**src/rtl/sll_seq.sv**
```systemverilog
// sll_seq: multi-cycle logical-shift-left / rotate-left unit.
// Shifts one bit per clock under a START/BUSY/DONE handshake and holds the
// last result on OUTPUT until the next completion.
module sll_seq #(
  parameter int unsigned WIDTH = 8,
  parameter int unsigned CNT_W = 4
) (
  input  logic             CLK,
  input  logic             RESET,
  input  logic             START,
  input  logic [WIDTH-1:0] IN,
  input  logic [7:0]       SHIFT,
  input  logic             ROTATE,
  output logic [WIDTH-1:0] OUTPUT,
  output logic             BUSY,
  output logic             DONE
);

  localparam int unsigned LOG_W = $clog2(WIDTH);

  typedef enum logic {
    S_IDLE = 1'b0,
    S_RUN  = 1'b1
  } state_t;

  state_t           r_state;
  logic [WIDTH-1:0] r_data;
  logic [CNT_W-1:0] r_cnt;
  logic             r_rot;
  logic [WIDTH-1:0] r_output;
  logic             r_busy;
  logic             r_done;

  logic [CNT_W-1:0] w_cnt_load;
  logic [WIDTH-1:0] w_data_shl;

  // Effective count: rotate wraps modulo WIDTH, logical clamps at WIDTH
  assign w_cnt_load = ROTATE ? CNT_W'(SHIFT[LOG_W-1:0]) :
                      (32'(SHIFT) >= WIDTH) ? CNT_W'(WIDTH) : CNT_W'(SHIFT);

  // One-bit left step; the vacated LSB takes the old MSB only when rotating
  assign w_data_shl = {r_data[WIDTH-2:0], r_rot & r_data[WIDTH-1]};

  // Control FSM with datapath and registered handshake outputs
  always_ff @(posedge CLK or negedge RESET) begin
    if (!RESET) begin
      r_state  <= S_IDLE;
      r_data   <= '0;
      r_cnt    <= '0;
      r_rot    <= 1'b0;
      r_output <= '0;
      r_busy   <= 1'b0;
      r_done   <= 1'b0;
    end else begin
      case (r_state)
        S_IDLE: begin
          r_done <= 1'b0;
          if (START) begin
            r_data  <= IN;
            r_rot   <= ROTATE;
            r_cnt   <= w_cnt_load;
            r_busy  <= 1'b1;
            r_state <= S_RUN;
          end
        end
        S_RUN: begin
          if (r_cnt != '0) begin
            r_data <= w_data_shl;
            r_cnt  <= r_cnt - CNT_W'(1);
          end else begin
            r_output <= r_data;
            r_done   <= 1'b1;
            r_busy   <= 1'b0;
            r_state  <= S_IDLE;
          end
        end
        default: begin
          r_busy  <= 1'b0;
          r_done  <= 1'b0;
          r_state <= S_IDLE;
        end
      endcase
    end
  end

  assign OUTPUT = r_output;
  assign BUSY   = r_busy;
  assign DONE   = r_done;

endmodule

```
**config.mk**
```make
export PLATFORM = sky130hd
export DESIGN_NAME = sll_seq
export DESIGN_NICKNAME = d
export VERILOG_FILES = /design/src/rtl/sll_seq.sv
export SDC_FILE = /design/constraint.sdc
export NUM_CORES = 1
export LEC_CHECK = 0
export BUFFER_PORTS_ARGS = -buffer_cell sky130_fd_sc_hd__buf_2
export CAP_MARGIN = 10
export CORE_MARGIN = 4
export CORE_UTILIZATION = 25
export CTS_BUF_LIST = sky130_fd_sc_hd__clkbuf_4 sky130_fd_sc_hd__clkbuf_8 sky130_fd_sc_hd__clkbuf_16
export CTS_CLUSTER_SIZE = 20
export DETAILED_ROUTE_END_ITERATION = 16
export GPL_ROUTABILITY_DRIVEN = 0
export PLACE_DENSITY = 0.55
export SLEW_MARGIN = 40
export SYNTH_ARGS = -nofsm -noshare
export SYNTH_HDL_FRONTEND = slang
export SYNTH_SLANG_ARGS = --single-unit
export TNS_END_PERCENT = 50
```
**constraint.sdc**
```tcl
create_clock -name CLK -period 2.13 [get_ports CLK]
set_input_delay 0.1065 -clock CLK [delete_from_list [all_inputs] [get_ports CLK]]
set_output_delay 0.1065 -clock CLK [all_outputs]
set_load 0.02 [all_outputs]
```
# Word level (Yosys, flattened, before mapping)
# Cells that the tools add are included.
[classes]
addsub = 1
multipliers = 0
n_div = 0
magnitude_cmp = 1
eq_ne = 3
shifts = 0
n_mux = 16
bitwise = 3
reduce_logical = 5
[op_table]
columns = ["cell", "count"]
rows = [
  ["two-way mux 4 bit", 4],
  ["two-way mux 8 bit", 2],
  ["case mux 8 bit (2 select lines)", 1],
  ["greater-or-equal comparator 8 x 4 -> 1 bit, second input constant", 1],
  ["case mux 4 bit (2 select lines)", 1],
  ["AND reduction 2 bit", 4],
  ["case mux 1 bit (2 select lines)", 3],
  ["two-way mux 1 bit", 5],
  ["!= test 2 bit, second input constant", 2],
  ["nonzero test 4 bit", 1],
  ["subtractor 4 x 1 -> 4 bit, second input constant", 1],
  ["!= test 2 x 1 -> 1 bit, second input constant", 1],
  ["NOT 1 bit", 2],
  ["bitwise AND 1 bit", 1],
]
[word_totals]
regBits = 24
latchBits = 0
ram_bits = 0
rom_bits = 0
inputBits = 20
mem_count = 0

# Depth between registers and ports, before layout
# Gate-level depths: netlist (run 1).
[logic_depth]
word_depth = 5
ltp_mapped = 7
depth_no_buf = 6

# Worst setup path after synthesis (run 1)
# OpenSTA, ideal clock, no wires.
[synth_timing]
path_type = "register -> register"
start = "register r_cnt[0]"
end = "register r_output[0] (netlist: OUTPUT[0])"
setup_time_ns = 0.125
t_arrival_ns = 1.387
t_required_ns = 2.005
slack_ns = 0.618
stages_incl_launch_ff = 6
path_buffers = 1
path_cell_list = "dfrtp_1 -> inv_1 -> ha_1 -> and4bb_2 -> buf_2 -> mux2_2"
[synth_between]
elab_chain_cells = 3
[synth_lines]
columns = ["item", "line_no", "rtl"]
rows = [
  ["start: declaration", "28", "logic [CNT_W-1:0] r_cnt;"],
  ["start signal: assignment", "61", "r_cnt <= w_cnt_load;"],
  ["start signal: assignment", "69", "r_cnt <= r_cnt - CNT_W'(1);"],
  ["nonzero test 4 bit", "67", "if (r_cnt != '0) begin"],
  ["NOT 1 bit (no source line)", "-", ""],
  ["AND reduction 2 bit (no source line)", "-", ""],
  ["end signal: assignment", "71", "r_output <= r_data;"],
  ["end: declaration", "30", "logic [WIDTH-1:0] r_output;"],
]
# Every way passes these cells.
# A chain may end at the register's enable or synchronous reset.

# Final worst setup path (run 1)
[layout_timing]
start = "register r_cnt[0]"
end = "register r_data[4]"
[layout_between]
elab_chain_cells = 3
[layout_lines]
columns = ["item", "line_no", "rtl"]
rows = [
  ["nonzero test 4 bit", "67", ""],
  ["!= test 2 x 1 -> 1 bit (no source line)", "-", ""],
  ["AND reduction 2 bit (no source line)", "-", ""],
  ["end signal: assignment", "68", "r_data <= w_data_shl;"],
  ["end: declaration", "27", "logic [WIDTH-1:0] r_data;"],
]
# Every way passes these cells.

==> summary.md, run 1 <==
| Metric | Value |
|---|---|
| DR vias/cell | ~4.6 |
| Post-synthesis sequential area ratio | approximately 54% |
| Main combinational cell family by area after synthesis | multiplexers |
| Type of the most critical hold path | primary input to flip-flop |
| Pins over their slew limit | 0 |
| Top area cells in the synthesized netlist | dfrtp_1 (54%), mux2_2 (9.1%), mux2i_1 (6.3%) |
| Placeable Area | about 0.0041 sq mm |
| Final count of hold timing violations | 0 |
| Antenna violations before repair | 0 |
| Worst Hold Slack | between 100 and 150 ps |
| Synthesized-area fraction occupied by ao, oa, aoi and oai cells | a little over an eighth |
| Fill cell count | ~440 |
| Netlist area before placement | between 0.001 and 0.0015 sq mm |
| Final worst setup slack | roughly 420 ps |
| Register Area | about 600 sq um |
| Cts bufs inserted | 3 |
| Area delta synth->final | 24.3% |
| Post-layout minimum cycle time | about 1700 ps |
| Root buf cell | clkbuf_8 |
| Count of different cell masters after synthesis | 25 |
| Antenna diode count | 0 |
| Area share of the largest cell type after synthesis | around 54% |
| Data arrival at the endpoint of the critical path | 1850 ps |
| CP max FO | 17 |
| Worst voltage drop across the vdd grid | 0.000813 V |
| Power per cell area | ~1400 mW/mm^2 |
| Worst-skew pair later-pin latency | about 260 ps |
| TritonCTS Sinks | 24 |
| Post-CTS clock slew at the launch and capture registers of the worst setup and hold paths | ~80 ps |
| Most frequent cell on the critical path | nor2_1 |
| Aggregate global-route resource usage | a little under a tenth |
| Post-Syn Instances | 96 |
| Status | finished clean |
| DRT Wirelength | approximately 2.4 mm |
| Maximum buffer depth of the clock tree | 2 |
| Number of global-route vias before repair | 883 |
| Post-route setup TNS | 0 ps |
| Tot Pwr | around 2 mW |
| Maximum single-stage delay on the critical path | ~450 ps |
| Antenna Nets Post-Route | 0 |
| Number of I/O pins | 30 |
| Crit end category | flip-flop |
| Share of synthesized flip-flops with an asynchronous set or reset | 100% |
| Vias after detailed routing | a little over 800 |
| Wire length of the first global-routing pass | a little over 4 mm |
| Remaining DRCs | 0 |
| RSZ-0062 raised after global routing | no |
| Mux contribution to synthesized area | around 15% |
| Leading post-synthesis cells by instance count | dfrtp_1 (24), nor2_1 (15), a21oi_1 (9), mux2_2 (9), mux2i_1 (7) |
| Detailed placement HPWL | around 1.8 mm |
| Leading cell type by number of instances after synthesis | dfrtp_1 |
| Total leakage power | 0.667 nW |
| Row count | 23 |
| Slew at the pin closest to its max-slew limit | about 550 ps |
| Final clock skew | between 6 and 7 ps |
| Fraction of final layout cells sized beyond drive strength 1 | between 30% and 40% |
| Routed length per instance | ~13 um |
| TritonCTS clock tree | built |
| Width of the die | 74.7 um |
| Worst slew slack as a fraction of its limit | between 60% and 70% |
| Largest net degree at the start of global routing | 25 |
| Setup CP Type | flip-flop to flip-flop |
| First DRT Iteration DRCs | 18 |
| Total grt overflow | 0 |
| 1st-pass router iterations | 4 |
| Post-placement worst setup slack | around 440 ps |
| Count of final setup violators | 0 |
| Post-Syn Area per Cell | approximately 12 sq um |
| YS warnings | 0 |
| Count of flip-flops with a built-in enable after synthesis | 0 |
| Max H-tree Level | 1 |
| Critical path data required time | between 2000 and 2500 ps |
| Synth Net Count | between 100 and 150 |
| Nets@finish | 150 |
| Max-capacitance violation count | 0 |
| Die area | between 0.005 and 0.006 sq mm |
| Adder-Cell Fraction of Synth Area | 1.12% |
| Cell-by-cell trace of the critical path | inv_1 > ha_1 > and4bb_2 > nor2_1 > buf_4 > nor2_1 > a21oi_1 |
| Seq cells post-synth | 24 |
| Cell type with the largest total area after synthesis | dfrtp_1 |
| Multi-input gate area in the final layout | 479 sq um |
| Initial core utilization | 26.8% |
| Die height | around 75 um |
| Xor/xnor share of the synthesized area | 0% |
| Maximum operating frequency | around 0.59 GHz |
| Post-route fraction of the period consumed by the critical path | between 80% and 90% |
| Most used flip-flop cell after synthesis | dfrtp_1 |
| Utilization of the core after routing | 33.4% |
| Basic-gate share of the synthesized area counting and, or, nand and nor cells | 13.5% |
| Quantity of I/O buffers inserted on ports | 29 |
| Worst path slowest cell | and4bb_2 |
| Kind of start point of the critical path | flip-flop |
[placed cells by master, fill, tap and decap left out]
master / count
nand2_1: 2
o21bai_4: 1
ha_1: 1
mux2i_1: 7
buf_2: 29
or4_1: 1
and2b_1: 1
o21a_1: 1
mux2_2: 9
dlygate4sd3_1: 1
inv_1: 2
or4_4: 1
nand3b_1: 3
buf_4: 3
dfrtp_1: 24
a311oi_1: 1
o21ai_0: 1
a31oi_2: 2
clkbuf_8: 4
a21oi_1: 9
o31ai_1: 1
a21o_1: 1
nor2b_1: 2
a31oi_1: 2
and4bb_2: 1
o211ai_1: 1
nand2b_1: 2
nor2_1: 15
[metal layers]
| metal | routed length, um | part of all wire, % | vias to the layer above | GRT usage, % |
|---|---|---|---|---|
| li1 | - | - | 406 | - |
| met5 | 0 | 0 | - | 0 |
| met2 | 1090 | 46 | 27 | 15.1 |
| met3 | 201 | 8.5 | 0 | 3.47 |
| met4 | 0 | 0 | 0 | 1.19 |
| met1 | 1080 | 46 | 394 | 11.7 |
[cell families after synthesis]
group,count (synthesis)
flip-flops,24
AND/OR/NAND/NOR,28
multiplexers,16
AO/OA/AOI/OAI,20
buffers and inverters,7
adder cells (fa/ha/maj),1
[layout make-up]
| type | count | share of cell area [%] |
|---|---|---|
| clock buffer | 4 | 3.98 |
| sequential | 24 | 43.4 |
| inverter | 2 | 0.543 |
| timing repair buffer | 33 | 12.9 |
| multi-input combinational | 65 | 34.7 |
| tap | 50 | 4.52 |
[worst paths after layout]
check                         start   endpoint  slack, ps  cells past startpoint
hold reg to reg                BUSY       BUSY        490                      2
setup / recovery           r_cnt[0]  r_data[4]        420                      7
max in group asynchronous     RESET   r_cnt[1]       1410                      2
min in group asynchronous     RESET  r_data[3]        360                      2
setup reg to reg           r_cnt[0]  r_data[4]        420                      7
hold / removal               ROTATE      r_rot        120                      2
[timing repair]
item,CTS,global route
gates resized for setup,0,0
buffers inserted,0,0
hold buffers,1,0
endpoints found under the hold margin,24,0
[worst max-delay path: cells and delay by family, from the launching register on]
family,cells,cell delay [ps]
adders and majority gates,1,180
buffers and inverters,2,280
and+or+nand+nor,3,670
AOI/OAI and AO/OA,1,50
DFF,1,410
[sequential cells by signal, summed over array words and instances (netlist names)]
register	flops
r_cnt	4
r_rot	1
r_state	1
DONE	1
BUSY	1
OUTPUT	8
r_data	8
[where the power goes]
| group | total (mW) | switching, mW | internal, mW |
|---|---|---|---|
| Combinational | 0.846 | 0.442 | 0.404 |
| Clock | 0.302 | 0.137 | 0.165 |
| Sequential | 0.844 | 0.156 | 0.688 |
[per-stage QoR]
step | area [sq um] | std cells
floorplan | 1110 | 96
global placement | 1320 | 173
detailed placement | 1320 | 173
CTS | 1380 | 178
global route | 1380 | 178
finish | 1380 | 178
(Power assumes the default switching activity.)
==> run 2: changes to the inputs <==
--- a/config.mk
+++ b/config.mk
@@ -13,7 +13,7 @@
 export CTS_CLUSTER_SIZE = 20
 export DETAILED_ROUTE_END_ITERATION = 16
 export GPL_ROUTABILITY_DRIVEN = 0
-export PLACE_DENSITY = 0.55
+export PLACE_DENSITY = 0.57
 export SLEW_MARGIN = 40
 export SYNTH_ARGS = -nofsm -noshare
 export SYNTH_HDL_FRONTEND = slang
==> constraint.sdc (replaced) <==
create_clock -name CLK -period 1.4 [get_ports CLK]
set_input_delay 0.07 -clock CLK [delete_from_list [all_inputs] [get_ports CLK]]
set_output_delay 0.07 -clock CLK [all_outputs]
set_load 0.02 [all_outputs]
==> summary.md, run 2 (synthesis results as in run 1) <==
| Metric | Value |
|---|---|
| Status | complete, but fails checks |
| Violated checks | negative setup slack |
| CP Buf/Inv Count | 2 |
| Placeable Area | 0.00414 sq mm |
| Setup CP Type | flip-flop to flip-flop |
| Root buf cell | clkbuf_8 |
| Maximum single-stage delay on the critical path | 400 ps |
| Pins over their slew limit | 0 |
| Antenna diode count | 0 |
| Total leakage power | around 0.77 nW |
| Maximum buffer depth of the clock tree | 2 |
| Routed length per instance | ~15 um |
| Width of the die | roughly 75 um |
| Data arrival at the endpoint of the critical path | around 1600 ps |
| Post-CTS clock slew at the launch and capture registers of the worst setup and hold paths | around 90 ps |
| DP Area | 0.00138 sq mm |
| DR vias/cell | about 4.7 |
| Vias after detailed routing | around 890 |
| Worst slew slack as a fraction of its limit | between 60 and 70% |
| Highest-count cells in the layout ignoring fill and taps | buf_2 (29), dfrtp_1 (24), buf_4 (9) |
| Worst-skew pair later-pin latency | roughly 270 ps |
| Worst path slowest cell | dfrtp_1 |
| Most common cell after layout, fill and taps aside | buf_2 |
| Wire length of the first global-routing pass | 4.49 mm |
| Post-layout minimum cycle time | 1450 ps |
| Max-capacitance violation count | 0 |
| Max H-tree Level | 1 |
| First DRT Iteration DRCs | 26 |
| Top Family by Delay on Critical Path | flip-flops |
| DRT Wirelength | 2.76 mm |
| Initial core utilization | between 20 and 30% |
| Count of final setup violators | 9 |
| Total grt overflow | 0 |
| Cts bufs inserted | 3 |
| RSZ-0062 raised after global routing | yes |
| Maximum operating frequency | between 0.6 and 0.7 GHz |
| TritonCTS Sinks | 24 |
| Row count | 23 |
| Worst voltage drop across the vdd grid | 0.00118 V |
| Aggregate global-route resource usage | 10.2% |
| CP max FO | 6 |
| Fraction of final layout cells sized beyond drive strength 1 | a little under three fifths |
| Type of the most critical hold path | primary input to flip-flop |
| Area delta synth->final | 47.5% |
| Slew at the pin closest to its max-slew limit | about 570 ps |
| Critical path data required time | 1560 ps |
| Power per cell area | about 2300 mW/mm^2 |
| Final worst setup slack | -47.9 ps |
| Largest net degree at the start of global routing | 25 |
| Antenna Nets Post-Route | 0 |
| Nets@finish | approximately 160 |
| Die area | approximately 0.0056 sq mm |
| Final count of hold timing violations | 0 |
| Quantity of I/O buffers inserted on ports | 29 |
| Cell-by-cell trace of the critical path | inv_2 > ha_4 > and4bb_4 > buf_8 > mux2_4 |
| Summed area of non-filler cells in the final layout | between 0.0015 and 0.002 sq mm |
| Worst Hold Slack | between 80 and 90 ps |
| Post-route fraction of the period consumed by the critical path | 103% |
| Number of I/O pins | 30 |
| Kind of start point of the critical path | flip-flop |
| Detailed placement HPWL | between 1.5 and 2 mm |
| TritonCTS clock tree | built |
| Register-to-Register Setup Slack | -50 ps |
| Final clock skew | 3.93 ps |
| Remaining DRCs | 0 |
| Die height | about 75 um |
| 1st-pass router iterations | 4 |
| Crit end category | flip-flop |
| Post-placement worst setup slack | -85.4 ps |
| Tot Pwr | just under 4 mW |
| Antenna violations before repair | 0 |
| Number of global-route vias before repair | 960 |
[run 2: layer usage]
metal  wire [um]  track usage [%]
met4          19             2.37
met1        1220             14.3
met3         185             2.80
met5           0                0
met2        1340             15.8
[run 2: worst paths after layout]
| check | startpoint | endpoint | depth (start not counted) |
|---|---|---|---|
| setup / recovery | r_cnt[0] | OUTPUT[6] | 5 |
| hold / removal | ROTATE | r_rot | 2 |
| setup reg to reg | r_cnt[0] | OUTPUT[6] | 5 |
| hold reg to reg | DONE | DONE | 1 |
| max in group asynchronous | RESET | OUTPUT[3] | 2 |
| min in group asynchronous | RESET | r_data[3] | 2 |
[run 2: timing repair]
item,CTS,global route
hold buffers,1,0
buffers inserted,1,1
pin swaps,1,2
gates resized for setup,14,31
endpoints found under the setup margin,19,20
gates cloned,1,1
hold endpoints to repair,24,0
[run 2: stage by stage]
stage	setup TNS (ps)	cells	utilization, %
2_1_floorplan	-341	96	-
3_3_place_gp	-316	181	33.2
3_5_place_dp	-1030	181	33.2
4_1_cts	-1170	188	36.6
5_1_grt	-1050	190	39.6
6_report	-358	190	39.6
[run 2: cell type report]
| type | count | area, sq um |
|---|---|---|
| Fill cell | 423 | 2500 |
| Sequential cell | 24 | 601 |
| Multi-Input combinational cell | 65 | 601 |
| Timing Repair Buffer | 45 | 298 |
| Tap cell | 50 | 62.6 |
| Clock buffer | 3 | 41.3 |
| Clock inverter | 1 | 30.0 |
| Inverter | 2 | 7.51 |
[run 2: where the power goes]
group,switching [mW],internal (mW)
Combinational,0.885,1.02
Sequential,0.282,1.05
Clock,0.232,0.382
